[config.mk]
export PLATFORM = sky130hd
export DESIGN_NAME = alu_multicycle_flat
export DESIGN_NICKNAME = d
export VERILOG_FILES = /design/src/rtl/alu_multicycle_if.sv /design/src/rtl/alu_multicycle.sv /design/src/flat_wrapper.sv
export SDC_FILE = /design/constraint.sdc
export NUM_CORES = 1
export LEC_CHECK = 0
export ABC_AREA = 1
export CELL_PAD_IN_SITES_DETAIL_PLACEMENT = 1
export CELL_PAD_IN_SITES_GLOBAL_PLACEMENT = 2
export CORE_UTILIZATION = 33
export CTS_CLUSTER_SIZE = 28
export DETAILED_ROUTE_END_ITERATION = 10
export PLACE_DENSITY_LB_ADDON = 0.25
export SETUP_SLACK_MARGIN = 0.2
export SYNTH_ARGS = -nofsm -noshare
export SYNTH_HDL_FRONTEND = slang
export SYNTH_SLANG_ARGS = --single-unit
[constraint.sdc]
create_clock -name clk -period 2.7 [get_ports clk]
set_input_delay 0.54 -clock clk [delete_from_list [all_inputs] [get_ports clk]]
set_output_delay 0.54 -clock clk [all_outputs]
set_load 0.05 [all_outputs]
[src/rtl/alu_multicycle_if.sv]
`default_nettype none
// ============================================================================
// Module   : alu_multicycle_if
// Purpose  : Start/Busy/Done handshake plus operand and result bus between
//            the pipeline controller (master) and the multicycle ALU (slave).
// Revision : 1.0  initial release
// ============================================================================
interface alu_multicycle_if #(
  parameter int WIDTH = 16
);
  logic             i_start;
  logic [2:0]       i_op;
  logic [WIDTH-1:0] i_a;
  logic [WIDTH-1:0] i_b;
  logic             o_busy;
  logic             o_done;
  logic [WIDTH-1:0] o_result;
  logic             o_zero;
  logic             o_carry;
  logic             o_overflow;

  modport master (
    output i_start, i_op, i_a, i_b,
    input  o_busy, o_done, o_result, o_zero, o_carry, o_overflow
  );

  modport slave (
    input  i_start, i_op, i_a, i_b,
    output o_busy, o_done, o_result, o_zero, o_carry, o_overflow
  );
endinterface
`default_nettype wire

[src/rtl/alu_multicycle.sv]
`default_nettype none
// ============================================================================
// Module   : alu_multicycle
// Purpose  : ALU stage behind the ALU control decoder. Logic/ADD/SUB finish
//            in one cycle; ROR/SLL step one bit per clock and MUL does one
//            shift-add step per clock. Result and flags change only on the
//            edge that enters DONE and are held otherwise.
// Revision : 1.0  initial release
// ============================================================================
module alu_multicycle #(
  parameter int WIDTH     = 16,
  parameter int MUL_STEPS = 16
) (
  input  wire logic          clk,
  input  wire logic          rst,
  alu_multicycle_if.slave    bus
);

  localparam int c_SHW  = $clog2(WIDTH);
  localparam int c_CNTW = $clog2(MUL_STEPS) + 1;

  localparam logic [c_CNTW-1:0] c_CNT_ONE = c_CNTW'(1);
  localparam logic [c_CNTW-1:0] c_CNT_MUL = c_CNTW'(MUL_STEPS);

  localparam logic [2:0] c_OP_AND = 3'b000;
  localparam logic [2:0] c_OP_OR  = 3'b001;
  localparam logic [2:0] c_OP_ADD = 3'b010;
  localparam logic [2:0] c_OP_XOR = 3'b011;
  localparam logic [2:0] c_OP_SLL = 3'b100;
  localparam logic [2:0] c_OP_ROR = 3'b101;
  localparam logic [2:0] c_OP_SUB = 3'b110;
  localparam logic [2:0] c_OP_MUL = 3'b111;

  typedef enum logic [1:0] {
    S_IDLE  = 2'd0,
    S_SHIFT = 2'd1,
    S_MUL   = 2'd2,
    S_DONE  = 2'd3
  } state_t;

  state_t                r_state;
  state_t                w_state_nxt;
  logic                  r_ror;
  logic [WIDTH-1:0]      r_work;
  logic [2*WIDTH-1:0]    r_acc;
  logic [2*WIDTH-1:0]    r_mcand;
  logic [WIDTH-1:0]      r_mplier;
  logic [c_CNTW-1:0]     r_count;
  logic [WIDTH-1:0]      r_result;
  logic                  r_zero;
  logic                  r_carry;
  logic                  r_overflow;

  logic                  w_accept;
  logic                  w_is_mul;
  logic                  w_is_shift;
  logic [c_SHW-1:0]      w_shamt;
  logic [WIDTH:0]        w_sum;
  logic [WIDTH:0]        w_dif;
  logic [WIDTH-1:0]      w_fast_res;
  logic                  w_fast_c;
  logic                  w_fast_v;
  logic [WIDTH-1:0]      w_work_step;
  logic [2*WIDTH-1:0]    w_acc_step;
  logic                  w_busy;
  logic                  w_done;

  // A new operation is taken in IDLE and, for back-to-back issue, in DONE.
  assign w_accept   = bus.i_start && ((r_state == S_IDLE) || (r_state == S_DONE));
  assign w_is_mul   = (bus.i_op == c_OP_MUL);
  assign w_is_shift = (bus.i_op == c_OP_ROR) || (bus.i_op == c_OP_SLL);
  assign w_shamt    = bus.i_b[c_SHW-1:0];
  assign w_sum      = {1'b0, bus.i_a} + {1'b0, bus.i_b};
  assign w_dif      = {1'b0, bus.i_a} - {1'b0, bus.i_b};

  assign w_work_step = r_ror ? {r_work[0], r_work[WIDTH-1:1]}
                             : {r_work[WIDTH-2:0], 1'b0};
  assign w_acc_step  = r_acc + (r_mplier[0] ? r_mcand : '0);

  // Single-cycle result and flags; zero-length shifts pass A through.
  always_comb begin
    w_fast_res = bus.i_a;
    w_fast_c   = 1'b0;
    w_fast_v   = 1'b0;
    case (bus.i_op)
      c_OP_AND: w_fast_res = bus.i_a & bus.i_b;
      c_OP_OR:  w_fast_res = bus.i_a | bus.i_b;
      c_OP_XOR: w_fast_res = bus.i_a ^ bus.i_b;
      c_OP_ADD: begin
        w_fast_res = w_sum[WIDTH-1:0];
        w_fast_c   = w_sum[WIDTH];
        w_fast_v   = (bus.i_a[WIDTH-1] == bus.i_b[WIDTH-1]) &&
                     (w_sum[WIDTH-1] != bus.i_a[WIDTH-1]);
      end
      c_OP_SUB: begin
        w_fast_res = w_dif[WIDTH-1:0];
        w_fast_c   = w_dif[WIDTH];
        w_fast_v   = (bus.i_a[WIDTH-1] == ~bus.i_b[WIDTH-1]) &&
                     (w_dif[WIDTH-1] != bus.i_a[WIDTH-1]);
      end
      default: w_fast_res = bus.i_a;
    endcase
  end

  // Next-state decode and handshake outputs.
  always_comb begin
    w_state_nxt = r_state;
    w_busy      = 1'b0;
    w_done      = 1'b0;
    case (r_state)
      S_IDLE, S_DONE: begin
        w_done = (r_state == S_DONE);
        if (w_accept) begin
          if (w_is_mul)
            w_state_nxt = S_MUL;
          else if (w_is_shift && (w_shamt != '0))
            w_state_nxt = S_SHIFT;
          else
            w_state_nxt = S_DONE;
        end else begin
          w_state_nxt = S_IDLE;
        end
      end
      S_SHIFT, S_MUL: begin
        w_busy = 1'b1;
        if (r_count == c_CNT_ONE)
          w_state_nxt = S_DONE;
      end
      default: w_state_nxt = S_IDLE;
    endcase
  end

  // State register.
  always_ff @(posedge clk) begin
    if (rst)
      r_state <= S_IDLE;
    else
      r_state <= w_state_nxt;
  end

  // Operand latching, iteration datapath and result/flag registers.
  always_ff @(posedge clk) begin
    if (rst) begin
      r_ror      <= 1'b0;
      r_work     <= '0;
      r_acc      <= '0;
      r_mcand    <= '0;
      r_mplier   <= '0;
      r_count    <= '0;
      r_result   <= '0;
      r_zero     <= 1'b0;
      r_carry    <= 1'b0;
      r_overflow <= 1'b0;
    end else begin
      case (r_state)
        S_IDLE, S_DONE: begin
          if (w_accept) begin
            r_ror <= (bus.i_op == c_OP_ROR);
            if (w_is_mul) begin
              r_acc    <= '0;
              r_mcand  <= {{WIDTH{1'b0}}, bus.i_a};
              r_mplier <= bus.i_b;
              r_count  <= c_CNT_MUL;
            end else if (w_is_shift && (w_shamt != '0)) begin
              r_work  <= bus.i_a;
              r_count <= {{(c_CNTW-c_SHW){1'b0}}, w_shamt};
            end else begin
              r_result   <= w_fast_res;
              r_zero     <= (w_fast_res == '0);
              r_carry    <= w_fast_c;
              r_overflow <= w_fast_v;
            end
          end
        end
        S_SHIFT: begin
          r_work  <= w_work_step;
          r_count <= r_count - c_CNT_ONE;
          if (r_count == c_CNT_ONE) begin
            r_result   <= w_work_step;
            r_zero     <= (w_work_step == '0);
            r_carry    <= 1'b0;
            r_overflow <= 1'b0;
          end
        end
        S_MUL: begin
          r_acc    <= w_acc_step;
          r_mcand  <= r_mcand << 1;
          r_mplier <= r_mplier >> 1;
          r_count  <= r_count - c_CNT_ONE;
          if (r_count == c_CNT_ONE) begin
            r_result   <= w_acc_step[WIDTH-1:0];
            r_zero     <= (w_acc_step[WIDTH-1:0] == '0);
            r_carry    <= 1'b0;
            r_overflow <= |w_acc_step[2*WIDTH-1:WIDTH];
          end
        end
        default: ;
      endcase
    end
  end

  assign bus.o_busy     = w_busy;
  assign bus.o_done     = w_done;
  assign bus.o_result   = r_result;
  assign bus.o_zero     = r_zero;
  assign bus.o_carry    = r_carry;
  assign bus.o_overflow = r_overflow;

endmodule
`default_nettype wire

[src/flat_wrapper.sv]
// flat-port wrapper written by rule: the top's interface ports become plain ports
module alu_multicycle_flat 
#(
  parameter int WIDTH     = 16,
  parameter int MUL_STEPS = 16
)
  (clk, rst, bus_i_start, bus_i_op, bus_i_a, bus_i_b, bus_o_busy, bus_o_done, bus_o_result, bus_o_zero, bus_o_carry, bus_o_overflow);
  alu_multicycle_if #(.WIDTH(WIDTH)) bus_i ();
  input  wire logic clk;
  input  wire logic rst;
  input wire logic [$bits(bus_i.i_start)-1:0] bus_i_start;
  input wire logic [$bits(bus_i.i_op)-1:0] bus_i_op;
  input wire logic [$bits(bus_i.i_a)-1:0] bus_i_a;
  input wire logic [$bits(bus_i.i_b)-1:0] bus_i_b;
  output wire logic [$bits(bus_i.o_busy)-1:0] bus_o_busy;
  output wire logic [$bits(bus_i.o_done)-1:0] bus_o_done;
  output wire logic [$bits(bus_i.o_result)-1:0] bus_o_result;
  output wire logic [$bits(bus_i.o_zero)-1:0] bus_o_zero;
  output wire logic [$bits(bus_i.o_carry)-1:0] bus_o_carry;
  output wire logic [$bits(bus_i.o_overflow)-1:0] bus_o_overflow;
  assign bus_i.i_start = bus_i_start;
  assign bus_i.i_op = bus_i_op;
  assign bus_i.i_a = bus_i_a;
  assign bus_i.i_b = bus_i_b;
  assign bus_o_busy = bus_i.o_busy;
  assign bus_o_done = bus_i.o_done;
  assign bus_o_result = bus_i.o_result;
  assign bus_o_zero = bus_i.o_zero;
  assign bus_o_carry = bus_i.o_carry;
  assign bus_o_overflow = bus_i.o_overflow;
  alu_multicycle #(.WIDTH(WIDTH), .MUL_STEPS(MUL_STEPS)) u_core (.clk(clk), .rst(rst), .bus(bus_i));
endmodule
==> flow_metrics.py, run 1 <==
metrics = {
    "worst_setup_path": {
        "worstPathRequired_ns": 3.02,
        "worstReg2RegEnd": "u_core.bus.o_overflow$_SDFFE_PP0P_",
        "arrival_ns": 3.03,
        "cp-endpoint": "u_core.bus.o_overflow$_SDFFE_PP0P_",
        "cp-startpoint": "u_core.r_mplier[0]$_SDFFE_PP0P_",
        "path_class": "flip-flop to flip-flop",
        "timing.rr.start": "u_core.r_mplier[0]$_SDFFE_PP0P_",
        "worst-path-max-fanout": 7,
        "reg2reg_slack_ns": -0.01,
        "cp-start-kind": "flip-flop",
        "end_kind": "flip-flop",
        "rr_worst_depth": 19,
    },
    "clock_network": {
        "holdBufCountCts": 0,
        "cts_sinks": 123,
        "cts_tree": "yes",
        "cts_buffers": 17,
        "cts.htree.levels": 4,
        "clk_pin_slew_ns": 0.06,
        "clk-insertion-delay-late_ns": 0.43,
        "clock_path_buffers": 2,
        "cts_root_buffer": "clkbuf_16",
    },
    "logic_synthesis": {
        "synthFlopType": "dfxtp_1",
        "ys_seq_elements": 123,
        "seq_area_frac_synth_pct": 23.0,
        "yosysWarnings": 0,
        "synth.distinct_cells": 54,
        "synthArstFlopShare_pct": 0,
        "synth-edff-count": 0,
        "syn_inst": 1795,
        "synthesis.nets": 1923,
        "synth_area_um2": 10700,
        "avgSynthCellArea_um2": 5.97,
    },
    "grt": {
        "first_global_vias": 13800,
        "antenna_found_initial": 0,
        "grt.busiest_layer": "met2",
        "grt-ovfl-total": 0,
        "grtUsageMet1_pct": 33.3,
        "grt_pass1_wl_mm": 73.3,
        "use_met3_pct": 2.61,
        "grt_usage_pct": 28.3,
        "grt_use_met2_pct": 52.2,
        "grt_max_degree": 83,
    },
    "hold_path": {
        "hold_path_class": "flip-flop to flip-flop",
    },
    "place": {
        "postPlaceCellArea_um2": 13800,
        "gp_routability_congestion": 0.921,
        "dp_cells": 2487,
        "port_buffers": 58,
        "hpwl_mm": 37.1,
    },
    "route": {
        "drc": 0,
        "vias": 13300,
        "finalWirelength_mm": 49.4,
        "wl_per_cell_um": 19.4,
        "drt_iter0_markers": 604,
        "firstDrtPassIters": 5,
        "route.antenna.remaining_nets": 0,
        "routed_via_density": 5.22,
    },
    "outcome": {
        "violations": "negative setup slack",
        "status": "finished with violations",
    },
    "timing": {
        "slew_violations": 0,
        "tightest_slew_ns": 0.623,
        "fmax_ghz": 0.369,
        "hold_viol": 0,
        "grt_setup_unrepaired": "true",
        "min_period_over_period_pct": 100,
        "setup_violations": 2,
        "maxSlewHeadroom_pct": 58.5,
        "clock_skew_ns": 0.0108,
        "timing.final.ws_setup_ns": -0.0104,
        "tns_ns": -0.0124,
        "period_needed_ns": 2.71,
    },
    "die": {
        "start_util_pct": 33.8,
        "die_w_um": 182,
        "io_pins": 59,
        "row_count": 65,
        "die_h_um": 182,
        "die_area_um2": 33200,
        "core_area_um2": 31700,
    },
    "layout": {
        "final_common_cell": "nand2_1",
        "finalNonFillerCells": 2544,
        "final_area_um2": 16500,
        "area_growth_pct": 54.0,
        "layout-drive-gt1-share_pct": 34.9,
        "fin_util_pct": 52.1,
        "nets": 2258,
        "n_antenna_cell": 0,
        "nFillCells": 4074,
        "final_cell_mix": "nand2_1, buf_4, inv_1, dfxtp_1, a21oi_1",
    },
    "pwr": {
        "seq_power_share_pct": 26.0,
        "p_clk_share_pct": 22.1,
        "p_int_mw": 5.66,
        "leakage_nw": 7.97,
        "power_frac_comb_pct": 51.9,
        "switching_power_mw": 4.51,
        "sw_frac_of_total_pct": 44.4,
        "p_per_area_nw_per_um2": 616,
        "power.total_mw": 10.2,
        "ir_drop_uv": 436,
    },
    "run": {
        "max_cap_violations": 0,
    },
}
==> Yosys cell counts, types with 2 or more instances <==
| library cell | number | share of area (%) |
|---|---|---|
| nor2_4 | 3 | 0.32 |
| nand4_1 | 16 | 0.93 |
| buf_2 | 24 | 1.1 |
| a221oi_1 | 3 | 0.25 |
| ha_1 | 87 | 10 |
| nor3_1 | 15 | 0.70 |
| or2_2 | 6 | 0.35 |
| buf_6 | 8 | 0.84 |
| nand3_1 | 130 | 6.1 |
| nor2_2 | 3 | 0.18 |
| inv_2 | 9 | 0.32 |
| o21ai_1 | 10 | 0.47 |
| o22ai_1 | 5 | 0.29 |
| nand2_2 | 4 | 0.23 |
| o21ai_0 | 113 | 5.3 |
| xnor2_1 | 3 | 0.25 |
| a21oi_1 | 145 | 6.8 |
| buf_1 | 3 | 0.11 |
| nand3b_1 | 7 | 0.49 |
| nor2_1 | 125 | 4.4 |
| inv_1 | 226 | 7.9 |
| clkinv_1 | 2 | 0.070 |
| a211oi_1 | 6 | 0.42 |
| a31oi_1 | 47 | 2.7 |
| buf_4 | 2 | 0.14 |
| nand2_1 | 585 | 20 |
| o211ai_1 | 3 | 0.21 |
| nor4_1 | 4 | 0.23 |
| clkbuf_1 | 31 | 1.1 |
| dfxtp_1 | 123 | 23 |
| a21oi_2 | 3 | 0.25 |
| mux2i_1 | 2 | 0.19 |
| xor2_1 | 8 | 0.65 |
| o21bai_1 | 8 | 0.56 |
| a211oi_2 | 4 | 0.47 |
| and2_1 | 2 | 0.12 |
| fa_1 | 3 | 0.56 |
==> layer usage <==
metal,part of all wire [%],wire length (um)
met3,2.3,1120
met5,0,0
met4,3.7,1840
met1,42,20700
met2,52,25700
==> power groups by stage <==
stage	Clock [mW]	Combinational, mW	Sequential, mW
detailed placement	0	4.54	2.61
finish	2.25	5.28	2.64
global placement	0	4.45	2.59
global route	2.38	5.70	2.69
CTS	2.29	4.80	2.60
floorplan	0	2.55	2.72
==> worst min path at each step <==
stage | cells past startpoint | end | startpoint | slack, ns
2_1_floorplan | 2 | u_core.r_count[4]$_SDFFE_PP0P_ | u_core.r_count[4]$_SDFFE_PP0P_ | 0.44
3_3_place_gp | 2 | u_core.r_count[4]$_SDFFE_PP0P_ | u_core.r_count[4]$_SDFFE_PP0P_ | 0.45
3_5_place_dp | 2 | u_core.r_count[4]$_SDFFE_PP0P_ | u_core.r_count[4]$_SDFFE_PP0P_ | 0.46
4_1_cts | 2 | u_core.r_mplier[12]$_SDFFE_PP0P_ | u_core.r_mplier[13]$_SDFFE_PP0P_ | 0.47
5_1_grt | 2 | u_core.r_acc[31]$_SDFFE_PP0P_ | u_core.r_acc[31]$_SDFFE_PP0P_ | 0.49
6_report | 2 | u_core.r_count[4]$_SDFFE_PP0P_ | u_core.r_count[4]$_SDFFE_PP0P_ | 0.47
==> per-stage QoR <==
| step | setup WS, ns | hold WS [ns] |
|---|---|---|
| after floorplan | 0.274 | 0.441 |
| after global placement | -0.564 | 0.452 |
| after detailed placement | -0.700 | 0.461 |
| after CTS | 0.0121 | 0.474 |
| after global routing | -0.163 | 0.492 |
| final | -0.0104 | 0.470 |
==> final cells by class <==
cell class,instances,area [um2],share of cell area (%)
clock buffers,20,437,2.64
inverters,238,902,5.46
flip-flops and latches,123,2470,14.9
well taps,402,503,3.05
multi-input cells,1364,8820,53.4
clock inverters,11,123,0.743
repair buffers,386,3260,19.7
==> registers in the layout (all words and copies together) (netlist names) <==
signal / flops
u_core.r_acc: 32
u_core.r_mcand: 32
u_core.bus.o_result: 16
u_core.r_mplier: 16
u_core.r_work: 16
u_core.r_count: 5
u_core.r_state: 2
u_core.bus.o_carry: 1
u_core.bus.o_overflow: 1
u_core.bus.o_zero: 1
u_core.r_ror: 1
==> logic make-up (layout without fill, tap and decap cells) <==
| family | count (synthesis) | count (layout) | share of synthesized area (%) |
|---|---|---|---|
| DFF | 123 | 123 | 23.0 |
| adders and majority gates | 90 | 90 | 10.7 |
| AOI/OAI and AO/OA | 355 | 355 | 18.4 |
| muxes | 2 | 2 | 0.187 |
| buffers and inverters | 308 | 655 | 11.8 |
| xor gates and xnor gates | 11 | 11 | 0.899 |
| and+or+nand+nor | 906 | 906 | 35.0 |
==> what timing repair did <==
action,CTS,global route
pin swaps,29,113
gates resized for setup,167,332
setup endpoints to repair,36,33
gates cloned,0,3
buffers inserted,5,18
==> worst max-delay path: stages, from the launching register on <==
cell and delay (ns):
dfxtp_4 0.39, buf_12 0.16, buf_12 0.13, buf_8 0.12, nand2_1 0.08, inv_2 0.06, ha_4 0.27, nand2_1 0.08
nand2_1 0.09, o21bai_1 0.22, nand2_1 0.09, nand3_1 0.08, nor2_2 0.13, nand3_1 0.13, nand2_1 0.11, nand2_2 0.08
nor2_4 0.11, nand3_2 0.12, nand2_2 0.08, a21oi_1 0.05
No activity file was read; power rests on OpenSTA's default activity.
==> run 2: changes to the inputs <==
--- a/config.mk
+++ b/config.mk
@@ -11,6 +11,7 @@
 export CORE_UTILIZATION = 33
 export CTS_CLUSTER_SIZE = 28
 export DETAILED_ROUTE_END_ITERATION = 10
+export HOLD_SLACK_MARGIN = 0.05
 export PLACE_DENSITY_LB_ADDON = 0.25
 export SETUP_SLACK_MARGIN = 0.2
 export SYNTH_ARGS = -nofsm -noshare
==> results of run 2 <==
The final DEF is identical to that of run 1; final timing and power are the same.
==> run 3: changes to the inputs <==
--- a/config.mk
+++ b/config.mk
@@ -8,7 +8,8 @@
 export ABC_AREA = 1
 export CELL_PAD_IN_SITES_DETAIL_PLACEMENT = 1
 export CELL_PAD_IN_SITES_GLOBAL_PLACEMENT = 2
-export CORE_UTILIZATION = 33
+export CORE_UTILIZATION = 34
+export CTS_BUF_LIST = sky130_fd_sc_hd__clkbuf_8
 export CTS_CLUSTER_SIZE = 28
 export DETAILED_ROUTE_END_ITERATION = 10
 export HOLD_SLACK_MARGIN = 0.05
==> flow_metrics.py, run 3 (same netlist as run 1, synthesis figures left out) <==
metrics = {
    "place": {
        "gp_routability_congestion": 0.912,
        "port_buffers": 58,
        "dp_cells": 2486,
        "place_ws_ns": -0.730,
        "hpwl_mm": 37.9,
    },
    "timing": {
        "min_period_over_period_pct": 103,
        "hold_viol": 0,
        "timing.final.ws_setup_ns": -0.0716,
        "maxSlewHeadroom_pct": 55.9,
        "fmax_ghz": 0.361,
        "tightest_slew_ns": 0.662,
        "setup_violations": 1,
        "period_needed_ns": 2.77,
        "slew_violations": 0,
        "clock_skew_ns": 0.0187,
        "grt_setup_unrepaired": "true",
    },
    "grt": {
        "grt_usage_pct": 29.9,
        "first_global_vias": 14000,
        "use_met3_pct": 2.45,
        "grt_pass1_wl_mm": 75.8,
        "antenna_found_initial": 0,
        "grt_max_degree": 66,
        "grtUsageMet1_pct": 35.2,
        "grt.busiest_layer": "met2",
        "grt-ovfl-total": 0,
        "grt_use_met2_pct": 56.0,
    },
    "clock_network": {
        "cts_root_buffer": "clkbuf_8",
        "clock_path_buffers": 2,
        "clk-insertion-delay-late_ns": 0.47,
        "cts_tree": "yes",
        "cts_buffers": 17,
        "holdBufCountCts": 0,
        "cts.htree.levels": 4,
        "clk_pin_slew_ns": 0.08,
        "cts_sinks": 123,
    },
    "worst_setup_path": {
        "end_kind": "flip-flop",
        "path_class": "flip-flop to flip-flop",
        "worstReg2RegEnd": "u_core.bus.o_overflow$_SDFFE_PP0P_",
        "rr_worst_depth": 19,
        "reg2reg_slack_ns": -0.07,
        "worst_path_max_delay_cell": "dfxtp_4",
        "path_cells": "buf_8 -> nand2_1 -> inv_1 -> ha_4 -> a21oi_2 -> o21ai_0 -> inv_1 -> buf_4 -> nor2_1 -> nor2_1 -> nand2_1 -> nand2_1 -> nand2_2 -> nor2_1 -> nand2_1 -> nor2_2 -> nand3_2 -> nand2_2 -> a21oi_1",
        "cp-start-kind": "flip-flop",
        "worst-path-max-fanout": 7,
        "path_buf_inv": 4,
        "worstPathRequired_ns": 3.06,
        "timing.rr.start": "u_core.r_mplier[0]$_SDFFE_PP0P_",
        "cp-startpoint": "u_core.r_mplier[0]$_SDFFE_PP0P_",
        "arrival_ns": 3.13,
        "cpPeakStageDelay_ns": 0.42,
        "path_delay_family": "simple AND/OR/NAND/NOR gates",
        "crit_path_frequent_cell": "nand2_1",
    },
    "pwr": {
        "ir_drop_uv": 287,
        "p_per_area_nw_per_um2": 586,
        "power.total_mw": 9.39,
        "leakage_nw": 7.68,
    },
    "layout": {
        "area_growth_pct": 49.6,
        "nFillCells": 4030,
        "nets": 2253,
        "n_antenna_cell": 0,
        "final_common_cell": "nand2_1",
        "reg.largest.list": "u_core.r_acc: 32 flops, u_core.r_mcand: 32 flops",
        "finalNonFillerCells": 2534,
        "layout-drive-gt1-share_pct": 33.5,
        "fin_util_pct": 52.0,
        "final_cell_mix": "nand2_1, buf_4, inv_1, dfxtp_1, a21oi_1",
    },
    "route": {
        "firstDrtPassIters": 5,
        "wl_per_cell_um": 19.4,
        "drc": 0,
        "drt_iter0_markers": 647,
        "vias": 13200,
        "route.antenna.remaining_nets": 0,
        "finalWirelength_mm": 49.2,
        "routed_via_density": 5.22,
    },
    "hold_path": {
        "min_path_cells": 2,
        "whs_endpoint": "u_core.r_mcand[30]$_SDFFE_PP0P_",
        "hold_path.startpoint": "u_core.r_mcand[29]$_SDFFE_PP0P_",
        "hold_path_class": "flip-flop to flip-flop",
    },
    "die": {
        "die_h_um": 180,
        "start_util_pct": 34.8,
        "die_area_um2": 32200,
        "io_pins": 59,
        "row_count": 64,
        "die_w_um": 180,
        "core_area_um2": 30800,
    },
    "run": {
        "max_cap_violations": 0,
    },
    "outcome": {
        "violations": "negative setup slack",
        "status": "finished with violations",
    },
}
==> run 3: cell count changes in the layout (fill, tap and decap cells not counted), sizes merged <==
cell           change
buf                -2
dlygate4sd2        -3
clkinv             +2
inv                +2
clkdlybuf4s15      +2
bufinv             -1
clkbuf             -5
dlymetal6s2s       +2
clkinvlp           -1
==> run 3: where the power goes <==
part	switching, mW	total [mW]	internal (mW)
combinational	3.19	5.13	1.94
clock	0.856	1.64	0.779
sequential	0.365	2.63	2.26
total	4.41	9.39	4.98
==> run 3: layout make-up <==
type                            count  area [um2]  area share [%]
Tap cell                          396         495            3.09
Timing Repair Buffer              381        3190            19.9
Clock buffer                       19         262            1.63
Multi-Input combinational cell   1364        8600            53.6
Sequential cell                   123        2470            15.4
Inverter                          238         898            5.60
Clock inverter                     13         119           0.741
==> run 3: worst register-to-register path, cell delays in order (launching register included) <==
cell and delay (ns):
dfxtp_4 0.42, buf_8 0.15, nand2_1 0.07, inv_1 0.10
ha_4 0.24, a21oi_2 0.22, o21ai_0 0.14, inv_1 0.12
buf_4 0.16, nor2_1 0.05, nor2_1 0.19, nand2_1 0.10
nand2_1 0.08, nand2_2 0.07, nor2_1 0.09, nand2_1 0.07
nor2_2 0.14, nand3_2 0.14, nand2_2 0.09, a21oi_1 0.06
==> run 3: what timing repair did <==
action,CTS,global route
pin swaps,45,87
gates resized for setup,230,203
endpoints found under the setup margin,35,30
setup buffers,9,6
cloned,1,0
==> run 3: per-stage QoR <==
stage | hold slack [ns] | TNS [ns] | cell area, um2
after floorplan | 0.441 | 0 | 10700
after global placement | 0.452 | -5.74 | 13900
after detailed placement | 0.465 | -8.57 | 13900
after CTS | 0.479 | 0 | 15300
after global routing | 0.500 | -0.173 | 16000
final | 0.478 | -0.0716 | 16000
==> run 3: worst max-delay path by stage <==
stage | to | slack (ns) | cells after the start
final | u_core.bus.o_overflow$_SDFFE_PP0P_ | -0.07 | 19
after global routing | u_core.bus.o_overflow$_SDFFE_PP0P_ | -0.15 | 19
after CTS | u_core.bus.o_overflow$_SDFFE_PP0P_ | 0.08 | 19
after detailed placement | u_core.bus.o_carry$_SDFFE_PP0P_ | -0.73 | 15
after global placement | u_core.bus.o_carry$_SDFFE_PP0P_ | -0.67 | 16
after floorplan | u_core.bus.o_overflow$_SDFFE_PP0P_ | 0.27 | 18
==> run 3: metal layers <==
metal / up-vias / share of wire (%)
met5: - / 0
met4: 0 / 3.5
met3: 90 / 1.9
met2: 207 / 52
met1: 6449 / 43
li1: 6479 / -
==> patch (config.mk and constraints of run 2) <==
`MUL_STEPS` is set to 16 in 2 places; all go to 32.
--- a/src/rtl/alu_multicycle.sv
+++ b/src/rtl/alu_multicycle.sv
@@ -9,7 +9,7 @@
 // ============================================================================
 module alu_multicycle #(
   parameter int WIDTH     = 16,
-  parameter int MUL_STEPS = 16
+  parameter int MUL_STEPS = 32
 ) (
   input  wire logic          clk,
   input  wire logic          rst,
--- a/src/flat_wrapper.sv
+++ b/src/flat_wrapper.sv
@@ -2,7 +2,7 @@
 module alu_multicycle_flat 
 #(
   parameter int WIDTH     = 16,
-  parameter int MUL_STEPS = 16
+  parameter int MUL_STEPS = 32
 )
   (clk, rst, bus_i_start, bus_i_op, bus_i_a, bus_i_b, bus_o_busy, bus_o_done, bus_o_result, bus_o_zero, bus_o_carry, bus_o_overflow);
   alu_multicycle_if #(.WIDTH(WIDTH)) bus_i ();
Behaviour: no difference found for any inputs over 4 cycles, from zero or initial values and one cycle with rst high; that may be too few to reach the edited logic, so the function may still have changed.
==> patch against run 2 <==
  * Setup slack gained 100 ps
  * Routed wire length increased by 4.1%
  * Design area increased by 1.4%
  * Synthesized area is 4.9% higher
  * Critical path depth did not move
  * Via count up 5.1%
  * Sequential cell count is 1 higher
  * First-iteration DRC count increased by 8.9%
  * Largest cell class unchanged
  * Global-route usage grew 0.47 points
  * Worst hold slack about the same
  * Power increased by 8.3%
==> patch: results (changes against run 2) <==
* Drt via density at 5.09 (-2.6%)
* Fill count at 4446 (+9.1%)
* Synth unique cells at 43 (-20%)
* Syn_nets at 2095 (+8.9%)
* Synth Area in Compound Gates at 0.148 (-0.0359)
* Worst vdd ir at 0.545 mV (+25%)
* Fin crit share at 0.966 (-0.0374)
* Pre-CTS setup slack at -823 ps (-123 ps)
* Seq/Total Area, Yosys at 0.221 (-0.00898)
* Nets at 2412 (+6.8%)
* Hold WS at 470 ps (-0.266 ps)
* Post-Layout Cell Count at 2745 (+7.9%)
* Synth top area cells: nand2_1 24%, dfxtp_1 22%, ha_1 9.7%
* Max Clock Skew at 19.0 ps (+8.16 ps)
* Final Wtd Congestion at 0.931 (+1.1%)
* Flop-to-flop setup slack at 90 ps (+100 ps)
* Xor-xnor portion of the synthesized cell area at 0.00857 (-0.000421)
* Clock network power share at 0.232 (+0.011)
* Detail Placement HPWL at 39700 um (+7.0%)
* Initial DRC Count at 658 (+8.9%)
* Yosys top cell area share at 0.239 (+0.00960)
* Synth Flop Type: dfxtp_1
* Commonest cells post-synth: 717 x nand2_1, 290 x inv_1, 162 x nand3_1, 127 x a21oi_1, 124 x dfxtp_1
* Total leakage power at 8.37 nW (+5.0%)
* P_clk at 2.55 mW (+13%)
* Slew margin rel. at 0.427 (-0.158)
* Vias in the first global route at 14700 (+6.9%)
* Max clock buf depth at 2 (unchanged)
* Net switching fraction of the power at 0.454 (+0.0102)
* First-pass GRT wire length at 78500 um (+7.1%)
* Slowest stage delay, CP at 460 ps (+70 ps)
* Clk Latency, worst-skew pair at 450 ps (+20 ps)
* Proportion of synthesized area in mux cells at 0.000890 (-0.000978)
* Layout cells sized above 1 at 0.302 (-0.0470)
* Cells resized by post-CTS repair at 171 (+2.4%)
* Reg power frac at 0.245 (-0.015)
* Synth Area in Adders at 0.102 (-0.00502)
* Status: finished clean
* Post-Syn Instances at 1967 (+9.6%)
* Area after DPL at 14300 sq um (+3.9%)
* Largest net degree at the start of global routing at 94 (+13%)
* Tot GR Track Use at 0.287 (+0.00466)
* Arrival time at the worst endpoint at 2940 ps (-90 ps)
## patch: metal layers
metal	vias up	share of wire	track usage
met1	6808	0.42	0.326
met4	0	0.033	0.0987
met3	75	0.021	0.0282
met2	200	0.53	0.553
met5	-	0	0
li1	6885	-	-
## patch: final timing paths
check / from / end
max: u_core.r_mplier[0]$_SDFFE_PP0P_ / u_core.bus.o_overflow$_SDFFE_PP0P_
min: u_core.bus.o_result[8]$_SDFFE_PP0P_ / u_core.bus.o_result[8]$_SDFFE_PP0P_
min reg2reg: u_core.bus.o_result[8]$_SDFFE_PP0P_ / u_core.bus.o_result[8]$_SDFFE_PP0P_
max reg2reg: u_core.r_mplier[0]$_SDFFE_PP0P_ / u_core.bus.o_overflow$_SDFFE_PP0P_
## patch: layout make-up
cell class                 count  area (sq um)  share of cell area
clock inverter                 9           133             0.00792
tap                          448           561              0.0335
timing repair buffer         371          3100               0.185
sequential                   124          2490               0.149
inverter                     299          1130              0.0674
multi-input combinational   1471          8840               0.528
clock buffer                  23           498              0.0298
